$ cat src/rtl/aes_pkg.sv
// Shared AES definitions: state geometry, byte type and ShiftRows row offsets.
// Used by shift_rows_xform and shift_rows_unit.
package aes_pkg;

  localparam int NB_MAX = 8;

  typedef logic [7:0] byte_t;

  // Row r rotates by r columns, except the 256-bit state, where rows 2 and 3 use offsets 3 and 4.
  function automatic int row_offset(input int nb, input int r);
    return (nb == NB_MAX && r >= 2) ? r + 1 : r;
  endfunction

  // MSB position of byte s[r][c] in a column-major block of nb columns.
  function automatic int byte_msb(input int nb, input int r, input int c);
    return 32 * nb - 1 - 8 * (4 * c + r);
  endfunction

endpackage

$ cat src/rtl/shift_rows_xform.sv
// Combinational ShiftRows / InvShiftRows permutation of one state block.
// The inverse path exists only when SHIFT_ROWS_INV_EN is defined; otherwise inv is ignored.
module shift_rows_xform
  import aes_pkg::*;
#(
  parameter int NB = 4
) (
  input  logic [32*NB-1:0] data,
  input  logic             inv,
  output logic [32*NB-1:0] result
);

  for (genvar r = 0; r < 4; r++) begin : g_row
    for (genvar c = 0; c < NB; c++) begin : g_col
      localparam int FWD_SRC = (c + row_offset(NB, r)) % NB;

      byte_t w_fwd;
      assign w_fwd = data[byte_msb(NB, r, FWD_SRC) -: 8];

`ifdef SHIFT_ROWS_INV_EN
      localparam int INV_SRC = (c + NB - row_offset(NB, r)) % NB;

      byte_t w_inv;
      assign w_inv = data[byte_msb(NB, r, INV_SRC) -: 8];
      assign result[byte_msb(NB, r, c) -: 8] = inv ? w_inv : w_fwd;
`else
      assign result[byte_msb(NB, r, c) -: 8] = w_fwd;
`endif
    end
  end

`ifndef SHIFT_ROWS_INV_EN
  // Forward-only build: the mode input has no load.
  logic w_unused_inv;
  assign w_unused_inv = inv;
`endif

endmodule

$ cat src/rtl/shift_rows_unit.sv
// ShiftRows stage with a 2-entry output FIFO; blocks are transformed on write.
// Define SHIFT_ROWS_INV_EN to honour in_inv (InvShiftRows); otherwise forward only.
module shift_rows_unit
  import aes_pkg::*;
#(
  parameter int NB = 4
) (
  input  logic             clk,
  input  logic             n_rst,
  input  logic             in_valid,
  output logic             in_ready,
  input  logic             in_inv,
  input  logic [32*NB-1:0] in_data,
  output logic             out_valid,
  input  logic             out_ready,
  output logic [32*NB-1:0] out_data
);

  localparam int W = 32 * NB;

  logic [W-1:0] w_xform_data;
  logic         w_push;
  logic         w_pop;
  logic [1:0]   w_count_next;

  logic [W-1:0] r_mem [2];
  logic         r_wr_ptr;
  logic         r_rd_ptr;
  logic [1:0]   r_count;
  logic         r_in_ready;

  shift_rows_xform #(
    .NB (NB)
  ) u_xform (
    .data   (in_data),
    .inv    (in_inv),
    .result (w_xform_data)
  );

  assign w_push       = in_valid & r_in_ready;
  assign w_pop        = out_valid & out_ready;
  assign w_count_next = r_count + 2'(w_push) - 2'(w_pop);

  // in_ready comes from a flop, so out_ready never reaches it combinationally.
  always_ff @(posedge clk or negedge n_rst) begin
    if (!n_rst) begin
      r_count    <= 2'd0;
      r_wr_ptr   <= 1'b0;
      r_rd_ptr   <= 1'b0;
      r_in_ready <= 1'b0;
      // NOTE: the storage is reset too, so out_data reads 0 while n_rst is low.
      for (int i = 0; i < 2; i++) r_mem[i] <= '0;
    end else begin
      r_count    <= w_count_next;
      r_in_ready <= (w_count_next < 2'd2);
      if (w_push) begin
        r_mem[r_wr_ptr] <= w_xform_data;
        r_wr_ptr        <= ~r_wr_ptr;
      end
      if (w_pop) r_rd_ptr <= ~r_rd_ptr;
    end
  end

  assign in_ready  = r_in_ready;
  assign out_valid = (r_count != 2'd0);
  assign out_data  = r_mem[r_rd_ptr];

endmodule

$ cat config.mk
export PLATFORM = sky130hd
export DESIGN_NAME = shift_rows_unit
export DESIGN_NICKNAME = d
export VERILOG_FILES = /design/src/rtl/aes_pkg.sv /design/src/rtl/shift_rows_xform.sv /design/src/rtl/shift_rows_unit.sv
export SDC_FILE = /design/constraint.sdc
export NUM_CORES = 1
export LEC_CHECK = 0
export CAP_MARGIN = 20
export CORE_ASPECT_RATIO = 1.75
export CORE_MARGIN = 8
export CORE_UTILIZATION = 40
export CTS_CLUSTER_DIAMETER = 100
export DETAILED_ROUTE_END_ITERATION = 12
export GPL_TIMING_DRIVEN = 0
export PLACE_DENSITY_LB_ADDON = 0.1
export SLEW_MARGIN = 20
export SYNTH_ARGS = -nofsm -noshare
export SYNTH_HDL_FRONTEND = slang
export SYNTH_SLANG_ARGS = --single-unit
$ cat constraint.sdc
create_clock -name clk -period 5.35 [get_ports clk]
set_clock_uncertainty 0.15 [all_clocks]
set_input_delay 1.605 -clock clk [delete_from_list [all_inputs] [get_ports clk]]
set_output_delay 1.605 -clock clk [all_outputs]
set_load 0.005 [all_outputs]
# Word level (Yosys, flattened, before mapping)
# Cells that the tools add are included.
[word_totals]
reg_bits = 261
input_bits = 133
word_cells = 26
[classes]
addsub = 2
magnitude_cmp = 4
muxes = 6
bitwise = 6
n_reduce_logical = 2
[ops]
columns = ["cell", "n"]
rows = [
  ["$mux 128", 4],
  ["$bwmux 256", 1],
  ["$demux 128 s1", 1],
  ["$ge 2x2->1 const B", 2],
  ["$not 1->2", 2],
  ["$add 2x1->2", 1],
  ["$and 1x1->1", 2],
  ["$lt 2x1->1 const B", 1],
  ["$lt 2x2->1 const B", 1],
  ["$not 1->1", 2],
  ["$reduce_bool 2->1", 1],
  ["$sub 2x1->2", 1],
  ["$logic_and 1x1->1", 1],
]

# Logic depth before layout (Yosys ltp)
# Gate-level depths: netlist of run 1.
[depth]
ltp_word = 6
ltp_mapped = 6

# Modules after synthesis
# Synthesis of run 1 repeated with hierarchy kept, for this count alone.
[hier_totals]
cells_unflattened = 829
area_unflattened_um2 = 12717.2
[modules_own_cells]
columns = ["module", "n_inst", "cells_each", "area_per_inst_um2"]
rows = [
  ["shift_rows_unit", 1, 701, 11756.3],
  ["shift_rows_xform", 1, 128, 960.9],
]

# Worst setup path after synthesis of run 1
# Ideal clock, no wire load.
[synth_path]
path_kind = "flip-flop to output port"
start = "register r_rd_ptr"
end = "output out_data[110]"
t_arrival_ns = 1.114
slack_ns = 2.481
path_stages_with_launch = 4
path_buffers = 2
path_cell_list = "dfrtp_1 -> buf_2 -> buf_2 -> mux2_2"
[synth_via]
elab_chain_cells = 4
[synth_lines]
columns = ["item", "line_no", "rtl"]
rows = [
  ["start: declaration", "shift_rows_unit.sv:28", "logic r_rd_ptr;"],
  ["start signal: assignment", "shift_rows_unit.sv:60", "if (w_pop) r_rd_ptr <= ~r_rd_ptr;"],
  ["$not 1->2 (not written as such)", "shift_rows_unit.sv:66", "assign out_data = r_mem[r_rd_ptr];"],
  ["$mux 128 (not written as such) (3 in a row)", "shift_rows_unit.sv:66", ""],
  ["end: declaration", "shift_rows_unit.sv:16", "output logic [32*NB-1:0] out_data"],
]
# Every way passes these cells. The select of a mux whose other input is x is not followed.

# Worst setup path after layout of run 1
[layout_path]
start = "register r_rd_ptr"
end = "output out_data[92]"
# Same word-level chain as after synthesis.

==> metrics.json, run 1 <==
{
  "setup_viol_count_final": {"value": 0},
  "vias": {"value": 6797},
  "layout.nets": {"value": 1128},
  "post_cts.resized_instances": {"value": 0},
  "period_needed": {"value": 4.10, "unit": "ns"},
  "timing.max_cap.violations": {"value": 0},
  "synth_enable_flop_cells": {"value": 0},
  "ys_ff_latch": {"value": 261},
  "cp.arrival": {"value": 2.34, "unit": "ns"},
  "postSynthCellCount": {"value": 701},
  "design.core.area": {"value": 29200, "unit": "um^2"},
  "syn_area": {"value": 11800, "unit": "um^2"},
  "synth_nets": {"value": 836},
  "die_ar": {"value": 35300, "unit": "um^2"},
  "cts_tree": {"value": "done"},
  "fillerInstances": {"value": 2435},
  "worst_skew_pair.late_latency": {"value": 0.53, "unit": "ns"},
  "vdd_drop_max": {"value": 350, "unit": "uV"},
  "initial_utilization": {"value": 40.3, "unit": "%"},
  "most_repeated_cell_in_the_gate_level_netlist_after_synthesis": {"value": "mux2_2"},
  "hold_buffer_count_at_cts": {"value": 0},
  "nature_of_the_critical_path_startpoint": {"value": "flip-flop"},
  "power_per_cell_area": {"value": 659, "unit": "nW/um^2"},
  "number_of_ports_placed_on_the_die_boundary": {"value": 263},
  "cp_common_cell": {"value": "buf_2"},
  "grt_overflow_total": {"value": 0},
  "synth_async_sr_flop_share": {"value": 100, "unit": "%"},
  "drt_first_iter_violations": {"value": 140},
  "global_route.usage.total": {"value": 16.8, "unit": "%"},
  "grt_start_max_net_pins": {"value": 78},
  "cts-root-buf": {"value": "clkbuf_16"},
  "cts-root-to-sink-buffers": {"value": 3},
  "setup_tns_final": {"value": 0, "unit": "ns"},
  "chipHeight": {"value": 243, "unit": "um"},
  "critical_path.cell_chain": {"value": "buf_2 > buf_2 > mux2_2 > clkdlybuf4s50_1"},
  "vias_per_cell": {"value": 4.87},
  "timing.slew.headroom": {"value": 70.6, "unit": "%"},
  "cts_made_buffers": {"value": 26},
  "critPathMaxStageDelay": {"value": 0.48, "unit": "ns"},
  "synthTopCellsByArea": {"value": "dfrtp_1, mux2_2, mux2_4"},
  "critPathKind": {"value": "reg -> out"},
  "detailedPlace.worstSlack": {"value": 1.74, "unit": "ns"},
  "buffers_inserted_during_post_cts_setup_optimization": {"value": 0},
  "drt-total-wl": {"value": 29600, "unit": "um"},
  "tightestPinTransition": {"value": 0.441, "unit": "ns"},
  "clk_pin_slew_worst_paths": {"value": 0.06, "unit": "ns"},
  "placementRows": {"value": 83},
  "layout-drive-gt1-share": {"value": 47.1, "unit": "%"},
  "drc_violation_count_after_routing": {"value": 0},
  "cts_max_level": {"value": 1},
  "slew_violations": {"value": 0},
  "tritoncts_num_sinks": {"value": 261},
  "drt_pre_antenna_iters": {"value": 4},
  "yosysTopAreaCell": {"value": "dfrtp_1"},
  "synth-seq-area-share": {"value": 55.6, "unit": "%"},
  "synth_largest_type_area_fraction": {"value": 55.6, "unit": "%"},
  "sequential_standard_cell_area": {"value": 6530, "unit": "um^2"},
  "min_period_over_period": {"value": 76.6, "unit": "%"},
  "port-buffer-count": {"value": 261},
  "area_growth": {"value": 34.5, "unit": "%"},
  "path_max_fanout": {"value": 10},
  "route.antenna.remaining_nets": {"value": 0},
  "number_of_endpoints_with_negative_hold_slack_in_the_final_report": {"value": 0},
  "yosys-top-cells-count": {"value": "mux2_2, dfrtp_1, mux2_4"},
  "worst_hold_class": {"value": "reg -> reg"},
  "max_clock_freq": {"value": 244, "unit": "MHz"},
  "synth-main-ff-cell": {"value": "dfrtp_1"},
  "run_status": {"value": "finished, final reports clean"},
  "synth.avg_cell_area": {"value": 16.8, "unit": "um^2"},
  "cellLeakagePower": {"value": 7.07, "unit": "nW"},
  "combined_area_of_the_multi_input_logic_cells": {"value": 4890, "unit": "um^2"},
  "cpMaxStageDelayCell": {"value": "clkdlybuf4s50_1"},
  "antenna_violations_before_repair": {"value": 1},
  "dp_hpwl": {"value": 21600, "unit": "um"},
  "critPathCaptureType": {"value": "primary output"},
  "final-instance-count-excl-fill": {"value": 1396},
  "fp.dieW": {"value": 146, "unit": "um"},
  "synth.yosys.warnings": {"value": 0},
  "post_synth_num_cell_types": {"value": 15},
  "dp.cells": {"value": 1347},
  "first_pass_grt_wire_length": {"value": 47000, "unit": "um"},
  "place_congestion": {"value": 0.722},
  "grt_setup_unrepaired": {"value": "false"},
  "avgRoutedWirePerCell": {"value": 21.2, "unit": "um"},
  "cp.required": {"value": 3.60, "unit": "ns"},
  "first_global_vias": {"value": 7698},
  "post-route-worst-setup-slack": {"value": 1.25, "unit": "ns"}
}
==> registers in the layout (all words and copies together), names as in the netlist <==
| name | cells |
|---|---|
| r_count | 2 |
| r_rd_ptr | 1 |
| in_ready | 1 |
| r_wr_ptr | 1 |
| r_mem | 256 |
==> cells in the final DEF, fill, tap and decap left out, types with 2 or more instances in the layout <==
cell             instances
clkbuf_8                 9
clkbuf_1                 3
mux2_2                 264
clkdlybuf4s50_1        260
buf_4                   15
buf_6                   13
buf_2                   14
mux2_4                 120
inv_1                    2
buf_16                   3
xor2_1                   3
xnor2_1                  2
clkbuf_16               27
clkinv_2                 8
ha_1                     2
dfrtp_1                261
==> worst paths after layout <==
kind / startpoint / to / slack [ns] / cells past startpoint
worst min register to register: r_wr_ptr$_DFFE_PN0P_ / r_wr_ptr$_DFFE_PN0P_ / 0.35 / 1
max in group asynchronous: n_rst / r_mem[176]$_DFFE_PN0P_ / 2.77 / 4
worst min-delay path: r_wr_ptr$_DFFE_PN0P_ / r_wr_ptr$_DFFE_PN0P_ / 0.35 / 1
min in group asynchronous: n_rst / r_mem[22]$_DFFE_PN0P_ / 0.83 / 1
worst max-delay path: r_rd_ptr$_DFFE_PN0P_ / out_data[92] / 1.25 / 4
worst max register to register: r_count[1]$_DFF_PN0_ / r_count[1]$_DFF_PN0_ / 3.56 / 6
==> kinds of logic (layout without fill, tap and decap cells) <==
kind of cell / Yosys count / after routing / synth area share, %
AO/OA/AOI/OAI: 1 / 1 / 0.0639
XOR/XNOR: 5 / 5 / 0.373
buffers and inverters: 44 / 356 / 2.86
flip-flops: 261 / 261 / 55.6
other: 0 / 1 / 0
adder cells (fa/ha/maj): 2 / 2 / 0.213
AND/OR/NAND/NOR: 4 / 4 / 0.319
multiplexers: 384 / 384 / 40.6
==> critical path, delay by kind of cell, from the launching register on <==
| family | cells | cell delay, ns |
|---|---|---|
| flops | 1 | 0.35 |
| mux | 1 | 0.37 |
| buf+inv | 3 | 1.08 |
==> through the flow <==
| step | util (%) | instance area [um^2] | total power [mW] | hold slack, ns |
|---|---|---|---|---|
| 3_5_place_dp | 51.2 | 14900 | 8.66 | 0.337 |
| 3_3_place_gp | 50.9 | 14800 | 8.61 | 0.332 |
| 5_1_grt | 54.2 | 15800 | 11.0 | 0.354 |
| 6_report | 54.2 | 15800 | 10.4 | 0.345 |
| 2_1_floorplan | - | 11800 | 6.26 | 0.314 |
| 4_1_cts | 54.2 | 15800 | 10.6 | 0.346 |
==> metal layers <==
layer  global-route usage [%]  up-vias  wire (um)
met3                     3.89       30       1580
met1                     19.4     3511      11800
met2                     30.4      168      15700
met5                        0        -          0
met4                     4.58        0        463
li1                         -     3088          -
==> power by group <==
group | switching (mW) | internal [mW] | total (mW)
Sequential | 0.497 | 3.00 | 3.49
Clock | 0.782 | 1.09 | 1.87
Combinational | 1.65 | 3.40 | 5.05
==> area by class of cell <==
type / count / share of cell area, %
sequential: 261 / 41.3
multi-input combinational: 396 / 30.9
timing repair buffer: 264 / 17.1
clock buffer: 39 / 5.13
tap: 382 / 3.02
buffer: 42 / 2.08
clock inverter: 9 / 0.443
inverter: 2 / 0.0475
antenna: 1 / 0.0158
No activity file was read; power rests on OpenSTA's default activity.
==> run 2: changes to the inputs <==
- clock period: 5.35 -> 4.1 ns (I/O delays scaled with it)
==> results of run 2 <==
Same layout as run 1 (identical final DEF). Status: finished, final reports clean.
Among the figures that moved: setup slack after placement 1.74 ns -> 0.869 ns; setup slack after layout 1.25 ns -> 0.378 ns; register-to-register setup slack 3.56 ns -> 2.31 ns; total power 10.4 mW -> 13.6 mW; worst IR drop on VDD 350 uV -> 457 uV
==> run 3: changes to the inputs <==
- GPL_TIMING_DRIVEN: 0 -> not set
==> metrics.json, run 3 (synthesis results as in run 1) <==
{
  "grt_setup_unrepaired": {"value": "false", "change": "unchanged"},
  "place_congestion": {"value": 0.728, "change": "was 0.722"},
  "max_clock_freq": {"value": 273, "unit": "MHz", "change": "was 269 MHz"},
  "critPathMaxStageDelay": {"value": 0.49, "unit": "ns", "change": "was 0.48 ns"},
  "largest_register_ffs": {"value": 256, "change": "unchanged"},
  "antenna_violations_before_repair": {"value": 2, "change": "was 1"},
  "port-buffer-count": {"value": 261, "change": "unchanged"},
  "cts-root-to-sink-buffers": {"value": 3, "change": "unchanged"},
  "post_cts.resized_instances": {"value": 0, "change": "unchanged"},
  "global_route.usage.total": {"value": 16.0, "unit": "%", "change": "was 16.8%"},
  "p_int": {"value": 10.1, "unit": "mW", "change": "was 9.77 mW"},
  "largest_register": {"value": "r_mem", "change": "unchanged"},
  "timing.slew.headroom": {"value": 52.8, "unit": "%", "change": "was 70.6%"},
  "drt_first_iter_violations": {"value": 186, "change": "was 140"},
  "critPathCaptureType": {"value": "primary output", "change": "unchanged"},
  "layout.cells.most_common": {"value": "mux2_2", "change": "unchanged"},
  "timing.max_cap.violations": {"value": 0, "change": "unchanged"},
  "totalPowerFinal": {"value": 13.8, "unit": "mW", "change": "was 13.6 mW"},
  "min_period_over_period": {"value": 89.2, "unit": "%", "change": "was 90.8%"},
  "first_pass_grt_wire_length": {"value": 45300, "unit": "um", "change": "was 47000 um"},
  "number_of_ports_placed_on_the_die_boundary": {"value": 263, "change": "unchanged"},
  "area_growth": {"value": 35.2, "unit": "%", "change": "was 34.5%"},
  "buffers_inserted_during_post_cts_setup_optimization": {"value": 0, "change": "unchanged"},
  "timing.hold.ws": {"value": 0.351, "unit": "ns", "change": "was 0.345 ns"},
  "regs_by_ff_count": {"value": "r_mem: 256 flops, r_count: 2 flops", "change": "unchanged"},
  "layout-drive-gt1-share": {"value": 46.0, "unit": "%", "change": "was 47.1%"},
  "grt_start_max_net_pins": {"value": 85, "change": "was 78"},
  "total_switching_power": {"value": 3.74, "unit": "mW", "change": "was 3.82 mW"},
  "design.core.area": {"value": 29200, "unit": "um^2", "change": "unchanged"},
  "period_needed": {"value": 3.66, "unit": "ns", "change": "was 3.72 ns"},
  "avgRoutedWirePerCell": {"value": 20.6, "unit": "um", "change": "was 21.2 um"},
  "swShare": {"value": 27.1, "unit": "%", "change": "was 28.1%"},
  "route.antenna.remaining_nets": {"value": 0, "change": "unchanged"},
  "grt_overflow_total": {"value": 0, "change": "unchanged"},
  "setup_viol_count_final": {"value": 0, "change": "unchanged"},
  "cp.arrival": {"value": 2.28, "unit": "ns", "change": "was 2.34 ns"},
  "drt-total-wl": {"value": 28300, "unit": "um", "change": "was 29600 um"},
  "drc_violation_count_after_routing": {"value": 0, "change": "unchanged"},
  "comb_power_share": {"value": 47.2, "unit": "%", "change": "was 48.5%"},
  "first_global_vias": {"value": 7598, "change": "was 7698"},
  "worst_hold_class": {"value": "reg -> reg", "change": "unchanged"},
  "worst_skew_pair.late_latency": {"value": 0.52, "unit": "ns", "change": "was 0.53 ns"},
  "mostFrequentLayoutCells": {"value": "mux2_2, dfrtp_1, clkdlybuf4s50_1", "change": "unchanged"},
  "tritoncts_num_sinks": {"value": 261, "change": "unchanged"},
  "die_ar": {"value": 35300, "unit": "um^2", "change": "unchanged"},
  "cts-root-buf": {"value": "clkbuf_16", "change": "unchanged"},
  "initial_utilization": {"value": 40.3, "unit": "%", "change": "unchanged"},
  "slew_violations": {"value": 0, "change": "unchanged"},
  "path_delay_family": {"value": "buffers and inverters", "change": "unchanged"},
  "cts_max_level": {"value": 1, "change": "unchanged"},
  "hold_buffer_count_at_cts": {"value": 0, "change": "unchanged"},
  "critical_path.cell_chain": {"value": "buf_12 > mux2_2 > clkdlybuf4s50_1", "change": "was buf_2 > buf_2 > mux2_2 > clkdlybuf4s50_1"},
  "critPathKind": {"value": "reg -> out", "change": "unchanged"},
  "setup.reg_to_reg.worst_slack": {"value": 2.10, "unit": "ns", "change": "was 2.31 ns"},
  "vias": {"value": 6651, "change": "was 6797"},
  "cellLeakagePower": {"value": 7.06, "unit": "nW", "change": "was 7.07 nW"},
  "run_status": {"value": "finished, final reports clean", "change": "unchanged"},
  "path_max_fanout": {"value": 73, "change": "was 10"},
  "cpMaxStageDelayCell": {"value": "clkdlybuf4s50_1", "change": "unchanged"},
  "cp.required": {"value": 2.72, "unit": "ns", "change": "about the same"},
  "clk_pin_slew_worst_paths": {"value": 0.06, "unit": "ns", "change": "about the same"},
  "power_frac_clock": {"value": 19.8, "unit": "%", "change": "was 18.0%"},
  "chipHeight": {"value": 243, "unit": "um", "change": "unchanged"},
  "fp.dieW": {"value": 146, "unit": "um", "change": "unchanged"},
  "dp_hpwl": {"value": 19600, "unit": "um", "change": "was 21600 um"},
  "cts_tree": {"value": "done", "change": "unchanged"},
  "vias_per_cell": {"value": 4.84, "change": "was 4.87"},
  "power_per_cell_area": {"value": 869, "unit": "nW/um^2", "change": "was 859 nW/um^2"},
  "cts_made_buffers": {"value": 26, "change": "unchanged"},
  "nature_of_the_critical_path_startpoint": {"value": "flip-flop", "change": "unchanged"},
  "placementRows": {"value": 83, "change": "unchanged"},
  "number_of_endpoints_with_negative_hold_slack_in_the_final_report": {"value": 0, "change": "unchanged"},
  "setup_tns_final": {"value": 0, "unit": "ns", "change": "unchanged"},
  "worst-path-buf-inv": {"value": 2, "change": "was 3"},
  "layout.nets": {"value": 1106, "change": "was 1128"},
  "tightestPinTransition": {"value": 0.708, "unit": "ns", "change": "was 0.441 ns"},
  "drt_pre_antenna_iters": {"value": 4, "change": "unchanged"},
  "power.share.sequential": {"value": 33.0, "unit": "%", "change": "was 33.5%"},
  "vdd_drop_max": {"value": 496, "unit": "uV", "change": "was 457 uV"}
}
==> run 3: final cells by class <==
cell class                      instances  area, um^2
Antenna cell                            2        5.00
Clock buffer                           39         801
Clock inverter                          8         190
Fill cell                            2392       13300
Inverter                                2        7.51
Multi-Input combinational cell        396        4900
Sequential cell                       261        6540
Tap cell                              382         478
Timing Repair Buffer                  284        2980
==> run 3: through the flow <==
stage	utilization (%)	instance area, um^2	setup slack (ns)	cells
2_1_floorplan	-	11800	1.61	701
3_3_place_gp	51.1	14900	0.732	1325
3_5_place_dp	51.1	14900	0.700	1325
5_1_grt	54.5	15900	0.370	1374
6_report	54.5	15900	0.442	1374
4_1_cts	54.5	15900	0.393	1372
==> run 3: final timing paths <==
kind | endpoint | from | cells after the start
worst max-delay path | out_data[43] | r_rd_ptr$_DFFE_PN0P_ | 3
worst min-delay path | r_mem[253]$_DFFE_PN0P_ | r_mem[253]$_DFFE_PN0P_ | 1
worst max register to register | r_mem[103]$_DFFE_PN0P_ | in_ready$_DFF_PN0_ | 3
worst min register to register | r_mem[253]$_DFFE_PN0P_ | r_mem[253]$_DFFE_PN0P_ | 1
max in group asynchronous | r_mem[94]$_DFFE_PN0P_ | n_rst | 2
min in group asynchronous | r_mem[25]$_DFFE_PN0P_ | n_rst | 1
==> run 3: power by group through the flow <==
stage / Sequential (mW) / Clock (mW) / Combinational [mW]
CTS: 4.56 / 2.83 / 6.69
global placement: 4.55 / 0 / 6.61
finish: 4.56 / 2.73 / 6.52
detailed placement: 4.58 / 0 / 6.66
global route: 4.73 / 2.92 / 6.99
floorplan: 4.37 / 0 / 3.80
==> run 3: per-layer routing <==
| metal | vias up | global-route usage, % | routed length, um |
|---|---|---|---|
| met3 | 31 | 4.01 | 1590 |
| met1 | 3413 | 18.1 | 11100 |
| met2 | 160 | 28.9 | 15100 |
| met5 | - | 0 | 0 |
| li1 | 3047 | - | - |
| met4 | 0 | 5.08 | 525 |
